--- src/rtl/seq_cla_adder_64.sv ---
// Sequential multi-word adder: streams 16-bit slices of wide operands through one
// 16-bit carry-lookahead adder, rippling the carry between slices through a register.

module carry_look_ahead_16bit (
  input  logic [15:0] a,
  input  logic [15:0] b,
  input  logic        c_in,
  output logic [15:0] sum,
  output logic        c_out
);
  logic [15:0] g, p, c;
  logic [3:0]  gg, gp;
  logic [4:0]  gc;

  always_comb begin
    g = a & b;
    p = a ^ b;
    for (int j = 0; j < 4; j++) begin
      gg[j] = g[4*j+3] | (p[4*j+3] & g[4*j+2]) | (p[4*j+3] & p[4*j+2] & g[4*j+1]) |
              (p[4*j+3] & p[4*j+2] & p[4*j+1] & g[4*j]);
      gp[j] = &p[4*j +: 4];
    end
    // Second lookahead level: group carries come straight from c_in, not from each other.
    gc[0] = c_in;
    gc[1] = gg[0] | (gp[0] & c_in);
    gc[2] = gg[1] | (gp[1] & gg[0]) | (gp[1] & gp[0] & c_in);
    gc[3] = gg[2] | (gp[2] & gg[1]) | (gp[2] & gp[1] & gg[0]) | (gp[2] & gp[1] & gp[0] & c_in);
    gc[4] = gg[3] | (gp[3] & gg[2]) | (gp[3] & gp[2] & gg[1]) | (gp[3] & gp[2] & gp[1] & gg[0]) |
            (gp[3] & gp[2] & gp[1] & gp[0] & c_in);
    for (int j = 0; j < 4; j++) begin
      c[4*j]   = gc[j];
      c[4*j+1] = g[4*j] | (p[4*j] & gc[j]);
      c[4*j+2] = g[4*j+1] | (p[4*j+1] & g[4*j]) | (p[4*j+1] & p[4*j] & gc[j]);
      c[4*j+3] = g[4*j+2] | (p[4*j+2] & g[4*j+1]) | (p[4*j+2] & p[4*j+1] & g[4*j]) |
                 (p[4*j+2] & p[4*j+1] & p[4*j] & gc[j]);
    end
    sum   = p ^ c;
    c_out = gc[4];
  end
endmodule

module seq_cla_adder_64 #(
  parameter int WORDS = 4
) (
  input  logic                  clk,
  input  logic                  rst,
  input  logic                  in_valid,
  output logic                  in_ready,
  input  logic [16*WORDS-1:0]   a,
  input  logic [16*WORDS-1:0]   b,
  input  logic                  c_in,
  output logic                  out_valid,
  input  logic                  out_ready,
  output logic [16*WORDS-1:0]   sum,
  output logic                  c_out,
  output logic                  ovf,
  output logic                  busy,
  output logic [1:0]            dbg_state
);
  // Handshake: a transfer happens on a rising edge where valid and ready are both high;
  // in_ready is high only in IDLE, out_valid only in DONE, neither depends on the other side.
  localparam int W  = 16 * WORDS;
  localparam int IW = (WORDS > 1) ? $clog2(WORDS) : 1;

  typedef enum logic [1:0] {S_IDLE = 2'd0, S_RUN = 2'd1, S_DONE = 2'd2} state_t;

  state_t          state_q, state_d;
  logic [W-1:0]    a_q, a_d, b_q, b_d, sum_q, sum_d;
  logic [IW-1:0]   idx_q, idx_d;
  logic            carry_q, carry_d, c_out_q, c_out_d, ovf_q, ovf_d;
  logic [15:0]     slice_a, slice_b, cla_sum;
  logic            cla_c, last;

  assign slice_a = a_q[16*idx_q +: 16];
  assign slice_b = b_q[16*idx_q +: 16];
  assign last    = (idx_q == IW'(WORDS - 1));

  carry_look_ahead_16bit u_cla (
    .a     (slice_a),
    .b     (slice_b),
    .c_in  (carry_q),
    .sum   (cla_sum),
    .c_out (cla_c)
  );

  always_ff @(posedge clk) begin
    if (rst) state_q <= S_IDLE;
    else     state_q <= state_d;
  end

  always_comb begin
    state_d = state_q;
    case (state_q)
      S_IDLE:  if (in_valid)  state_d = S_RUN;
      S_RUN:   if (last)      state_d = S_DONE;
      S_DONE:  if (out_ready) state_d = S_IDLE;
      default:                state_d = S_IDLE;
    endcase
  end

  always_comb begin
    in_ready  = (state_q == S_IDLE);
    out_valid = (state_q == S_DONE);
    busy      = (state_q == S_RUN) || (state_q == S_DONE);
    dbg_state = state_q;
  end

  always_comb begin
    a_d     = a_q;
    b_d     = b_q;
    sum_d   = sum_q;
    idx_d   = idx_q;
    carry_d = carry_q;
    c_out_d = c_out_q;
    ovf_d   = ovf_q;
    if (state_q == S_IDLE && in_valid) begin
      a_d     = a;
      b_d     = b;
      carry_d = c_in;
      idx_d   = '0;
    end else if (state_q == S_RUN) begin
      sum_d[16*idx_q +: 16] = cla_sum;
      carry_d = cla_c;
      idx_d   = idx_q + 1'b1;
      if (last) begin
        c_out_d = cla_c;
        ovf_d   = (a_q[W-1] == b_q[W-1]) && (cla_sum[15] != a_q[W-1]);
      end
    end
  end

  always_ff @(posedge clk) begin
    if (rst) begin
      a_q     <= '0;
      b_q     <= '0;
      sum_q   <= '0;
      idx_q   <= '0;
      carry_q <= 1'b0;
      c_out_q <= 1'b0;
      ovf_q   <= 1'b0;
    end else begin
      a_q     <= a_d;
      b_q     <= b_d;
      sum_q   <= sum_d;
      idx_q   <= idx_d;
      carry_q <= carry_d;
      c_out_q <= c_out_d;
      ovf_q   <= ovf_d;
    end
  end

  assign sum   = sum_q;
  assign c_out = c_out_q;
  assign ovf   = ovf_q;
endmodule

--- config.mk ---
export PLATFORM = sky130hd
export DESIGN_NAME = seq_cla_adder_64
export DESIGN_NICKNAME = d
export VERILOG_FILES = /design/src/rtl/seq_cla_adder_64.sv
export SDC_FILE = /design/constraint.sdc
export NUM_CORES = 1
export LEC_CHECK = 0
export ABC_CLOCK_PERIOD_IN_PS = 4600
export CORE_ASPECT_RATIO = 1.5
export CORE_UTILIZATION = 50
export DETAILED_ROUTE_END_ITERATION = 16
export PLACE_DENSITY_LB_ADDON = 0.1
export SLEW_MARGIN = 5
export SYNTH_ARGS = -nofsm -noshare
export SYNTH_HDL_FRONTEND = slang
export SYNTH_HIERARCHICAL = 1
export SYNTH_SLANG_ARGS = --single-unit
--- constraint.sdc ---
create_clock -name clk -period 4.6 [get_ports clk]
set_input_delay 0.46 -clock clk [delete_from_list [all_inputs] [get_ports clk]]
set_output_delay 0.46 -clock clk [all_outputs]
set_load 0.02 [all_outputs]
==> summary.md <==
| Metric | Value |
|---|---|
| Synth Cell Area | 0.008690 sq mm |
| Ys async rst share | 0 |
| Initial antenna violation count | 0 |
| CP startpoint | idx_q[0] |
| Area after DPL | 0.01067 sq mm |
| Worst Tran Pin Value | 1161 ps |
| Number of enable flip-flop cells after synthesis | 0 |
| Fmax | 253.4 MHz |
| Commonest register cell after synthesis | dfxtp_1 |
| Worst EP arrival | 4290 ps |
| Ys Warns | 6 |
| Pleak | 4.149 nW |
| Crit path capture type | flop |
| MaxCap Viol Count | 0 |
| Vias in the first global route | 7134 |
| Largest area contributor in the netlist | dfxtp_1 |
| Initial DRT Pass Iterations | 6 |
| Post-synth top cells | nand2_1, dfxtp_1, a21oi_1 |
| WHS Path Cells | 2 |
| Internal power | 3.322 mW |
| Crit path top cell by count | a21oi_1 |
| Hold buffer count at CTS | 0 |
| R2r endpoint | sum[13] |
| DRC viols | 0 |
| TritonCTS clock tree | yes |
| Worst hold slack | 453.8 ps |
| Worst r2r src | idx_q[0] |
| Tcrit/Tclk final | 0.8579 |
| Slowest-stage cell, CP | dfxtp_2 |
| Skew final | 12.54 ps |
| Buf/Inv on CP | 1 |
| Worst EP required | 4950 ps |
| Core Rows | 58 |
| Psw | 1.876 mW |
| Global-route wire length before repair | 36920 um |
| Largest net degree at the start of global routing | 157 |
| Worst-Skew Late Latency | 430 ps |
| Tightest Hold Check Type | reg2reg |
| Syn Inst Count | 985 |
| Core Box Area | 0.01691 sq mm |
| Synthesized Nets | 1147 |
| Gr ovfl total | 0 |
| Hold Path End | b_q[40] |
| Postcts setup bufs | 0 |
| GPL Wtd Cong | 0.8648 |
| Post-route ant nets | 0 |
| Final worst path period need | 3947 ps |
| Worst Min Path Start | b_q[40] |
| Final hold violation count | 0 |
| RSZ-0062 raised after global routing | no |
| Layout Utilization | 0.6648 |
| WS Path Type | reg2reg |
| Seq pwr share | 0.407 |
| Critical path's top delay family | compound AO/OA/AOI/OAI gates |
| # fillers | 1481 |
| Layout Cells excl Fill | 1359 |
| Inst Count DP | 1327 |
| Status | finished clean |
| Vias | 7597 |
| WL final | 23740 um |
| Resized cells post-CTS | 0 |
| FF+latch count, synth | 199 |
| Critical path peak fanout | 22 |
| Startpoint Class | flop |
| Die Y-Extent | 163.5 um |
| Worst path depth | 12 |
| CTS clk-pin slew, worst paths | 70 ps |
| Clock power frac | 0.276 |
| Share of layout cells above drive strength 1 | 0.07050 |
| # IOs | 204 |
| Via density | 5.590 |
| Switching share of power | 0.3608 |
| Netlist cell types | 46 |
| Nets | 1298 |
| Port Buffers | 203 |
| Endpoints failing setup | 0 |
| WL/cell | 17.47 um |
| CTS root buffer | clkbuf_16 |
| Synth Area per Inst | 8.822 sq um |
| Starting DRC count in detailed routing | 350 |
| Setup TNS | 0 ps |
| HPWL after detailed placement | 16820 um |
| Logic pwr share | 0.317 |
| Final Cell Area | 0.01124 sq mm |
| Starting density of the core | 0.5139 |
| Register area share after synthesis | 0.4585 |
| CTS max path bufs | 2 |
| Cell Chain, Critical Path | buf_4 -> mux4_2 -> ha_1 -> a21o_1 -> a21oi_1 -> o21bai_1 -> a21oi_1 -> nand2_1 -> fa_1 -> xor2_1 -> nand4_1 -> a21oi_1 |
| H-tree depth | 4 |
| Final Max Tran Viols | 0 |
| Max_slew headroom | 0.2259 |
| TritonCTS buffer count | 17 |
| Most common cell in the synthesized netlist | nand2_1 |
| CTS sink count | 199 |
| Die Area | 0.01792 sq mm |
| Top post-synthesis cells by area | dfxtp_1, nand2_1, a21oi_1 |
| Antenna cells | 0 |
| Max stage delay on crit path | 830 ps |
| Post-synth top area share | 0.4585 |
| Worst VDD drop | 0.2886 mV |
| Worst R2R Path Depth | 12 |
| R2R Setup Slk | 650 ps |
| Power per standard cell area | 462.4 mW/mm^2 |
| Layout area overhead | 29.36% |
| Die Width | 109.6 um |
| Tot GR Track Use | 0.2724 |
-- worst register-to-register path: stages, from the launching register on --
cell and delay (ps):
dfxtp_2 830, buf_4 430, mux4_2 590, ha_1 220, a21o_1 160, a21oi_1 200, o21bai_1 140, a21oi_1 160
nand2_1 110, fa_1 400, xor2_1 300, nand4_1 130, a21oi_1 190
-- cell type report --
cell class / instances / area (sq um) / area share
tap: 210 / 262.8 / 0.02337
sequential: 199 / 3986 / 0.3546
multi-input combinational: 691 / 4265 / 0.3795
timing repair buffer: 212 / 2101 / 0.1869
clock inverter: 14 / 140.1 / 0.01247
clock buffer: 18 / 429.2 / 0.03818
inverter: 15 / 56.30 / 0.005009
-- power groups by stage --
stage	clock (mW)	combinational (mW)	sequential [mW]
after floorplan	0	1.15	2.11
after global placement	0	1.62	2.15
after detailed placement	0	1.64	2.16
after CTS	1.45	1.65	2.12
after global routing	1.51	1.81	2.14
final	1.43	1.65	2.12
-- how the worst max path moves through the flow --
| stage | slack, ps | end |
|---|---|---|
| 2_1_floorplan | 1230 | sum[9] |
| 3_3_place_gp | 750 | sum[61] |
| 3_5_place_dp | 660 | sum[13] |
| 4_1_cts | 630 | sum[61] |
| 5_1_grt | 270 | sum[61] |
| 6_report | 650 | sum[13] |
-- routing by layer --
metal	global-route usage	routed length (um)	share of wire	vias to the layer above
li1	-	-	-	3705
met1	0.3240	9307	0.39	3563
met2	0.4848	12520	0.53	277
met3	0.04230	1159	0.049	52
met4	0.1042	753	0.032	0
met5	0	0	0	-
-- stage by stage --
stage | total power [mW] | setup slack (ps)
finish | 5.198 | 653.4
global route | 5.463 | 269.4
CTS | 5.216 | 627.4
detailed placement | 3.795 | 664.6
global placement | 3.765 | 748.3
floorplan | 3.261 | 1234
-- flip-flops by register name, indices dropped and copies added (netlist names) --
| register | flops |
|---|---|
| a_q | 64 |
| b_q | 64 |
| c_out | 1 |
| carry_q | 1 |
| dbg_state | 2 |
| idx_q | 2 |
| ovf | 1 |
| sum | 64 |
-- cells in the final DEF, fill, tap and decap left out, types with 16 or more instances in the layout --
| master | synthesis | layout |
|---|---|---|
| a21oi_1 | 171 | 171 |
| nand2_1 | 299 | 298 |
| nand4b_1 | 16 | 16 |
| nand4_1 | 17 | 17 |
| dfxtp_1 | 199 | 197 |
| ha_1 | 25 | 25 |
| mux4_2 | 29 | 29 |
| a32oi_1 | 32 | 32 |
| clkbuf_16 | 0 | 17 |
| nor2_1 | 37 | 37 |
| clkdlybuf4s50_1 | 0 | 202 |
-- kinds of logic (layout without fill, tap and decap cells) --
family                   after synthesis  count (layout)  synth area share
AND/OR/NAND/NOR                      392             392            0.1947
AO/OA/AOI/OAI                        222             222            0.1489
flip-flops                           199             199            0.4585
buffers and inverters                 95             259           0.05183
multiplexers                          36              36           0.08884
adder cells (fa/ha/maj)               29              29           0.04521
XOR/XNOR                              12              12           0.01209
No activity file was read; power rests on OpenSTA's default activity.
